File: config.mk
export PLATFORM = sky130hd
export DESIGN_NAME = fifo_dff_gen
export DESIGN_NICKNAME = d
export VERILOG_FILES = /design/src/rtl/fifo_dff_gen_pkg.sv /design/src/rtl/fifo_dff_gen_out_stage.sv /design/src/rtl/fifo_dff_gen.sv
export SDC_FILE = /design/constraint.sdc
export NUM_CORES = 1
export LEC_CHECK = 0
export ABC_CLOCK_PERIOD_IN_PS = 80700
export BUFFER_PORTS_ARGS = -buffer_cell sky130_fd_sc_hd__buf_4
export CORE_MARGIN = 4
export CORE_UTILIZATION = 39
export CTS_CLUSTER_SIZE = 20
export DETAILED_ROUTE_END_ITERATION = 6
export PLACE_DENSITY_LB_ADDON = 0.15
export SYNTH_ARGS = -nofsm -noshare
export SYNTH_HDL_FRONTEND = slang
export SYNTH_SLANG_ARGS = --single-unit
File: constraint.sdc
create_clock -name clk -period 80.7 [get_ports clk]
set_input_delay 8.07 -clock clk [delete_from_list [all_inputs] [get_ports clk]]
set_output_delay 8.07 -clock clk [all_outputs]
set_load 0.05 [all_outputs]
File: src/rtl/fifo_dff_gen_pkg.sv
// Width derivation and level arithmetic shared by the register-array FIFO and its output stage.
package fifo_dff_gen_pkg;

  function automatic int clog2(input int v);
    int r;
    r = 0;
    while ((1 << r) < v) r++;
    return r;
  endfunction

  // Pointer needs at least one bit even for the smallest legal depth.
  function automatic int ptr_w(input int depth);
    return (clog2(depth) < 1) ? 1 : clog2(depth);
  endfunction

  // Room for depth+1 words when the output register is present.
  function automatic int lvl_w(input int depth);
    return clog2(depth + 2);
  endfunction

  function automatic int lvl_step(input int lvl, input logic inc, input logic dec);
    if (inc && !dec) return lvl + 1;
    else if (dec && !inc) return lvl - 1;
    else return lvl;
  endfunction

endpackage

File: src/rtl/fifo_dff_gen_out_stage.sv
// One-entry prefetch register with valid; loads on load_en, empties on unload unless reloaded the same edge.
// Latency one cycle from load_en to out_vld; never stalls, the parent only loads when the slot is free or being unloaded.
module fifo_dff_gen_out_stage #(
  parameter int DATA_WIDTH = 256
) (
  input  logic                  clk,
  input  logic                  rst,
  input  logic                  load_en,
  input  logic [DATA_WIDTH-1:0] load_dat,
  input  logic                  unload,
  output logic                  out_vld,
  output logic [DATA_WIDTH-1:0] out_dat
);

  logic                  vld_q, vld_d;
  logic [DATA_WIDTH-1:0] dat_q, dat_d;

  always_comb begin
    vld_d = vld_q;
    dat_d = dat_q;
    if (load_en) begin
      vld_d = 1'b1;
      dat_d = load_dat;
    end else if (unload) begin
      vld_d = 1'b0;
    end
  end

  always_ff @(posedge clk) begin
    if (rst) vld_q <= 1'b0;
    else     vld_q <= vld_d;
  end

  // Payload is not reset; valid alone qualifies it.
  always_ff @(posedge clk) begin
    dat_q <= dat_d;
  end

  assign out_vld = vld_q;
  assign out_dat = dat_q;

endmodule

File: src/rtl/fifo_dff_gen.sv
// Show-ahead register-array FIFO, any depth, level/almost flags, sticky overflow/underflow; FIFO_DFF_GEN_OUT_REG_EN adds an output register.
// Head visible the cycle after push (two with output register); dropped push when full without pop, ignored pop when empty.
module fifo_dff_gen
  import fifo_dff_gen_pkg::*;
#(
  parameter  int DATA_WIDTH = 256,
  parameter  int FIFO_DEPTH = 8,
  parameter  int AFULL_TH   = FIFO_DEPTH - 1,
  parameter  int AEMPTY_TH  = 1,
  localparam int LVL_W      = lvl_w(FIFO_DEPTH)
) (
  input  logic                  clk,
  input  logic                  rst,
  input  logic                  push,
  input  logic [DATA_WIDTH-1:0] data_in,
  output logic                  full,
  output logic                  almost_full,
  input  logic                  pop,
  output logic [DATA_WIDTH-1:0] data_out,
  output logic                  empty,
  output logic                  almost_empty,
  output logic [LVL_W-1:0]      level,
  output logic                  overflow,
  output logic                  underflow
);

  localparam int               PTR_W    = ptr_w(FIFO_DEPTH);
  localparam logic [PTR_W-1:0] PTR_LAST = PTR_W'(FIFO_DEPTH - 1);

  logic [DATA_WIDTH-1:0] mem_q [FIFO_DEPTH];
  logic [PTR_W-1:0]      w_ptr_q, w_ptr_d, r_ptr_q, r_ptr_d;
  logic                  w_ph_q, w_ph_d, r_ph_q, r_ph_d;
  logic [LVL_W-1:0]      level_q, level_d;
  logic                  overflow_q, overflow_d, underflow_q, underflow_d;

  logic                  mem_empty, mem_full, head_vld;
  logic                  push_acc, pop_acc, mem_rd;
  logic [DATA_WIDTH-1:0] mem_head;

  assign mem_empty = (w_ptr_q == r_ptr_q) && (w_ph_q == r_ph_q);
  assign mem_full  = (w_ptr_q == r_ptr_q) && (w_ph_q != r_ph_q);
  assign mem_head  = mem_q[r_ptr_q];

`ifdef FIFO_DFF_GEN_OUT_REG_EN
  // Refill the output register whenever it is free or being consumed this edge.
  assign mem_rd = ~mem_empty & (~head_vld | pop_acc);

  fifo_dff_gen_out_stage #(
    .DATA_WIDTH (DATA_WIDTH)
  ) u_out_stage (
    .clk      (clk),
    .rst      (rst),
    .load_en  (mem_rd),
    .load_dat (mem_head),
    .unload   (pop_acc),
    .out_vld  (head_vld),
    .out_dat  (data_out)
  );
`else
  assign head_vld = ~mem_empty;
  assign mem_rd   = pop_acc;
  assign data_out = mem_head;
`endif

  assign empty    = ~head_vld;
  assign full     = mem_full;
  assign pop_acc  = pop & head_vld;
  assign push_acc = push & (~mem_full | pop_acc);

  always_comb begin
    w_ptr_d     = w_ptr_q;
    w_ph_d      = w_ph_q;
    r_ptr_d     = r_ptr_q;
    r_ph_d      = r_ph_q;
    level_d     = LVL_W'(lvl_step(int'(level_q), push_acc, pop_acc));
    overflow_d  = overflow_q | (push & ~push_acc);
    underflow_d = underflow_q | (pop & ~pop_acc);
    if (push_acc) begin
      if (w_ptr_q == PTR_LAST) begin
        w_ptr_d = '0;
        w_ph_d  = ~w_ph_q;
      end else begin
        w_ptr_d = w_ptr_q + 1'b1;
      end
    end
    if (mem_rd) begin
      if (r_ptr_q == PTR_LAST) begin
        r_ptr_d = '0;
        r_ph_d  = ~r_ph_q;
      end else begin
        r_ptr_d = r_ptr_q + 1'b1;
      end
    end
  end

  always_ff @(posedge clk) begin
    if (rst) begin
      w_ptr_q     <= '0;
      w_ph_q      <= 1'b0;
      r_ptr_q     <= '0;
      r_ph_q      <= 1'b0;
      level_q     <= '0;
      overflow_q  <= 1'b0;
      underflow_q <= 1'b0;
    end else begin
      w_ptr_q     <= w_ptr_d;
      w_ph_q      <= w_ph_d;
      r_ptr_q     <= r_ptr_d;
      r_ph_q      <= r_ph_d;
      level_q     <= level_d;
      overflow_q  <= overflow_d;
      underflow_q <= underflow_d;
    end
  end

  // Storage is never cleared; reset only rewinds the pointers.
  always_ff @(posedge clk) begin
    if (push_acc) mem_q[w_ptr_q] <= data_in;
  end

  assign level        = level_q;
  assign almost_full  = (int'(level_q) >= AFULL_TH);
  assign almost_empty = (int'(level_q) <= AEMPTY_TH);
  assign overflow     = overflow_q;
  assign underflow    = underflow_q;

endmodule
==> out/qor.yml, run 1 <==
fmax_mhz: 71.0
gr-total-overflow: 0
cts_made_buffers: 214
post-route-util_pct: 46.2
fin_area_mm2: 0.0915
synthCells: 3079
synth_nets: 3347
layout.nets: 4002
crit_fanout: 62
path_class: "flip-flop to primary output"
worstSetupEndpointType: "primary output"
cap_viol_max_count: 0
vias: 33934
ios: 526
grt.total_usage_pct: 16.8
grt_pass1_wl_um: 255000
synth-seq-area-share_pct: 79.3
setup_tns_ns: 0
grt_pass1_vias: 36758
fin_crit_sh_pct: 17.5
setup_violations: 0
arrival_ns: 6.01
ys_ff_latch: 2065
cts-root-buf: "clkbuf_16"
syn2layout_area_growth_pct: 17.4
gp_congestion: 0.714
cts.sinks: 2065
ys_types: 41
die_w_um: 455
cts-resized-gates: 0
vias_per_cell: 5.17
yosys_warnings: 0
synth.avg_cell_area_um2: 25.3
cts_hold_buf: 0
post_cts_buffers: 0
start_util_pct: 39.4
die-area_mm2: 0.207
dp_hpwl_um: 95100
status: "complete, no violations"
drc: 0
min_period_ns: 14.08
firstDrtPassIters: 5
port_buffers: 525
drive_gt1_share_pct: 42.6
coreArea_mm2: 0.198
clk_latency_ns: 0.83
min_path_type: "flip-flop to flip-flop"
ant_nets: 0
htreeDepth: 4
antenna_found_initial: 28
hp-start: "underflow"
final_common_cell: "edfxtp_1"
clk_path_buf_depth: 3
skew_ns: 0.0375
wl_per_cell_um: 26.7
die_h_um: 455
power_density_mw_per_mm2: 28.5
reg2reg_from: "w_ptr_q[0]"
drt_iter0_drc: 2153
cts_tree: "built"
leakagePower_uw: 0.0288
tightest_slew_ns: 1.11
ir_worst_vdd_v: 0.0000205
wirelength_um: 175000
slew_viol_final: 0
start_kind: "flip-flop"
syn_area_mm2: 0.0779
whs_ns: 0.478
rsz0062_at_grt: "no"
critical_path_required_ns: 72.63
maxSlewHeadroom_pct: 26.3
dpl_cell_area_mm2: 0.0848
reg2reg_slack_ns: 75.49
path_clk_slew_ns: 0.06
layout_common_cells: "2048 x edfxtp_1, 581 x buf_4, 512 x mux4_2"
hold_violations: 0
std_cell_rows: 163
power_uw: 2610
grt_start_max_net_pins: 131
-- synth_stat cells, drive strengths merged --
cell type	number	share of area, %
and2	1	0.0080
o21ai	2	0.027
mux2	256	3.7
or3	4	0.032
edfxtp	2048	79
nand3b	2	0.019
xnor2	2	0.022
nand2	10	0.048
inv	5	0.024
o32ai	1	0.035
mux2i	3	0.039
and4b	1	0.013
nor3b	2	0.019
o31a	1	0.011
dfxtp	17	0.44
nor4	2	0.016
nor2	15	0.082
buf	109	1.1
or4	2	0.019
o22ai	1	0.0080
a31oi	2	0.016
a21o	1	0.0096
nand4b	1	0.011
clkbuf	41	0.20
ha	8	0.13
o41ai	1	0.035
xor2	6	0.077
and3	1	0.0080
a21oi	8	0.051
o221ai	3	0.034
nor3	6	0.039
nand3	2	0.013
nand2b	1	0.0080
mux4	512	15
nand4	2	0.016
-- state kept, by name, summed over array words and instances (netlist names), named ones only --
name	count
r_ph_q	1
underflow	1
r_ptr_q	3
w_ph_q	1
w_ptr_q	3
level	4
overflow	1
mem_q	2048
-- layer usage --
layer  vias up  wire [µm]  global-route usage, %
li1      14642          -                      -
met1     18318      71300                   21.4
met2       663      88400                   28.5
met3       295      10500                   4.50
met4        16       4660                   4.88
met5         -         90                      0
-- through the flow --
stage	setup slack, ns	std cells
floorplan	46.76	3079
global placement	67.27	6158
detailed placement	67.23	6158
CTS	66.27	6548
global route	65.93	6551
finish	66.62	6560
-- worst paths after layout --
path	to	depth (start not counted)
worst max-delay path	data_out[68]	7
worst min-delay path	underflow	2
worst max register to register	mem_q[0][180]	8
worst min register to register	underflow	2
-- report_power, final --
part,switching [µW],internal (µW),total [µW]
Clock,401,537,938
Combinational,268,168,435
Sequential,11.9,1220,1240
-- layout make-up --
class / instances / area (µm²)
sequential: 2065 / 61900
antenna: 12 / 30.0
timing repair buffer: 589 / 4520
inverter: 5 / 18.8
fill: 16431 / 107000
clock buffer: 262 / 5580
tap: 2640 / 3300
clock inverter: 128 / 1060
multi-input combinational: 859 / 15100
-- critical path: stages, from the launching register on --
cell	delay, ns
dfxtp_4	0.89
buf_4	0.67
buf_4	0.83
buf_4	0.76
buf_4	0.84
mux4_2	0.41
mux2_2	0.31
buf_4	0.20
-- kinds of logic (layout without fill, tap and decap cells) --
family,Yosys count,count (layout),synth area share [%]
muxes,771,771,18.5
AOI/OAI and AO/OA,20,20,0.228
buffers and inverters,155,984,1.31
xor gates and xnor gates,8,8,0.0995
other,0,12,0
and+or+nand+nor,52,52,0.352
DFF,2065,2065,79.3
adders and majority gates,8,8,0.128
(Power assumes the default switching activity.)
==> run 2: changes to the inputs <==
Settings changed: ABC_CLOCK_PERIOD_IN_PS 80700 to 13750.
Clock period 80.7 ns to 13.75 ns, I/O delays scaled along.
==> out/qor.yml, run 2 (synthesis gave the netlist of run 1 again) <==
fin_crit_sh_pct: 46.7
min_path_type: "flip-flop to flip-flop"
regMostFlops: "mem_q"
layout.nets: 3998
status: "complete, no violations"
port_buffers: 525
path_class: "flip-flop to primary output"
final_common_cell: "edfxtp_1"
hold_violations: 0
worstSetupEndpointType: "primary output"
drt_iter0_drc: 2154
wl_per_cell_um: 26.4
clk_path_buf_depth: 3
maxSlewHeadroom_pct: 29.0
crit_fanout: 141
grt_pass1_wl_um: 252000
dp_slack_ns: 8.14
arrival_ns: 5.04
cts_tree: "built"
placed_cells: 6152
die_w_um: 455
start_util_pct: 39.4
ios: 526
path_cells: "buf_12 > buf_4 > buf_4 > mux4_2 > mux2_2 > buf_4"
critical_path_required_ns: 12.38
htreeDepth: 4
power_uw: 15300
min_period_ns: 6.41
post_cts_buffers: 0
ant_nets: 0
setup_violations: 0
largest_register_ffs: 2048
rsz0062_at_grt: "no"
cts.sinks: 2065
dp_hpwl_um: 92600
stdcell_count: 6568
vias_per_cell: 5.17
vias: 33973
gp_congestion: 0.712
fin_area_mm2: 0.0915
clk_latency_ns: 0.83
ir_worst_vdd_v: 0.000117
cts-root-buf: "clkbuf_16"
std_cell_rows: 163
path_clk_slew_ns: 0.06
slew_viol_final: 0
grt.total_usage_pct: 16.7
wirelength_um: 174000
gr-total-overflow: 0
antenna_found_initial: 30
power_density_mw_per_mm2: 167
drc: 0
cts_hold_buf: 0
die_h_um: 455
firstDrtPassIters: 5
setup_ws_ns: 7.34
grt_pass1_vias: 36419
die-area_mm2: 0.207
fmax_mhz: 156
crit_family: "buffers and inverters"
layout_common_cells: "2048 x edfxtp_1, 572 x buf_4, 512 x mux4_2"
worst-path-buf-inv: 4
max_stage_delay_ns: 0.86
critPathSlowestCell: "buf_4"
coreArea_mm2: 0.198
dpl_cell_area_mm2: 0.0848
cts-resized-gates: 0
leakagePower_uw: 0.0287
syn2layout_area_growth_pct: 17.4
skew_ns: 0.0386
cpMostUsedCell: "buf_4"
cts_made_buffers: 216
tightest_slew_ns: 1.06
cap_viol_max_count: 0
fillers: 16419
start_kind: "flip-flop"
grt_start_max_net_pins: 142
drive_gt1_share_pct: 42.1
## run 2: cell types whose count changed in the layout (fill, tap and decap cells not counted), sizes merged
cell and change:
clkbuf +13, inv -2, buf -6, bufinv -6, diode +2, clkinv +5
clkinvlp +2
## run 2: area by class of cell
cell class	count	area [µm²]	share of cell area, %
sequential	2065	61900	67.6
multi-input combinational	859	15100	16.5
clock buffer	275	5630	6.15
timing repair buffer	583	4510	4.93
tap	2640	3300	3.61
clock inverter	127	1040	1.14
antenna	14	35.0	0.0383
inverter	5	18.8	0.0205
## run 2: per-layer routing
metal | vias to the layer above | global-route usage (%) | part of all wire [%]
met5 | - | 0 | 0.060
met1 | 18319 | 21.0 | 40
met3 | 277 | 4.35 | 5.9
met4 | 16 | 4.35 | 2.1
met2 | 724 | 28.7 | 52
li1 | 14637 | - | -
## run 2: through the flow
step	setup TNS (ns)	hold WS (ns)	utilization [%]
6_report	0	0.477	46.2
3_3_place_gp	0	0.462	42.8
4_1_cts	0	0.480	46.2
2_1_floorplan	-3961.76	0.487	-
3_5_place_dp	0	0.465	42.8
5_1_grt	0	0.509	46.2
## run 2: final timing paths
kind                   start            end  slack (ns)  cells after the start
hold / removal     underflow      underflow        0.48                      2
hold reg to reg    underflow      underflow        0.48                      2
setup reg to reg  w_ptr_q[0]  mem_q[6][169]        8.53                      7
setup / recovery   flip-flop  data_out[168]        7.34                      6
## run 2: report_power, final
part	internal, µW	leakage, µW	total [µW]	switching [µW]
registers	7180	0.0187	7260	74.2
clock network	3070	0.00323	5460	2380
logic	984	0.00676	2550	1570
## run 2: tightest hold or removal path: cells and delay by family (launching register included)
| family | cells | cell delay, ns |
|---|---|---|
| flip-flops | 1 | 0.33 |
| AND/OR/NAND/NOR | 1 | 0.07 |
| AO/OA/AOI/OAI | 1 | 0.04 |
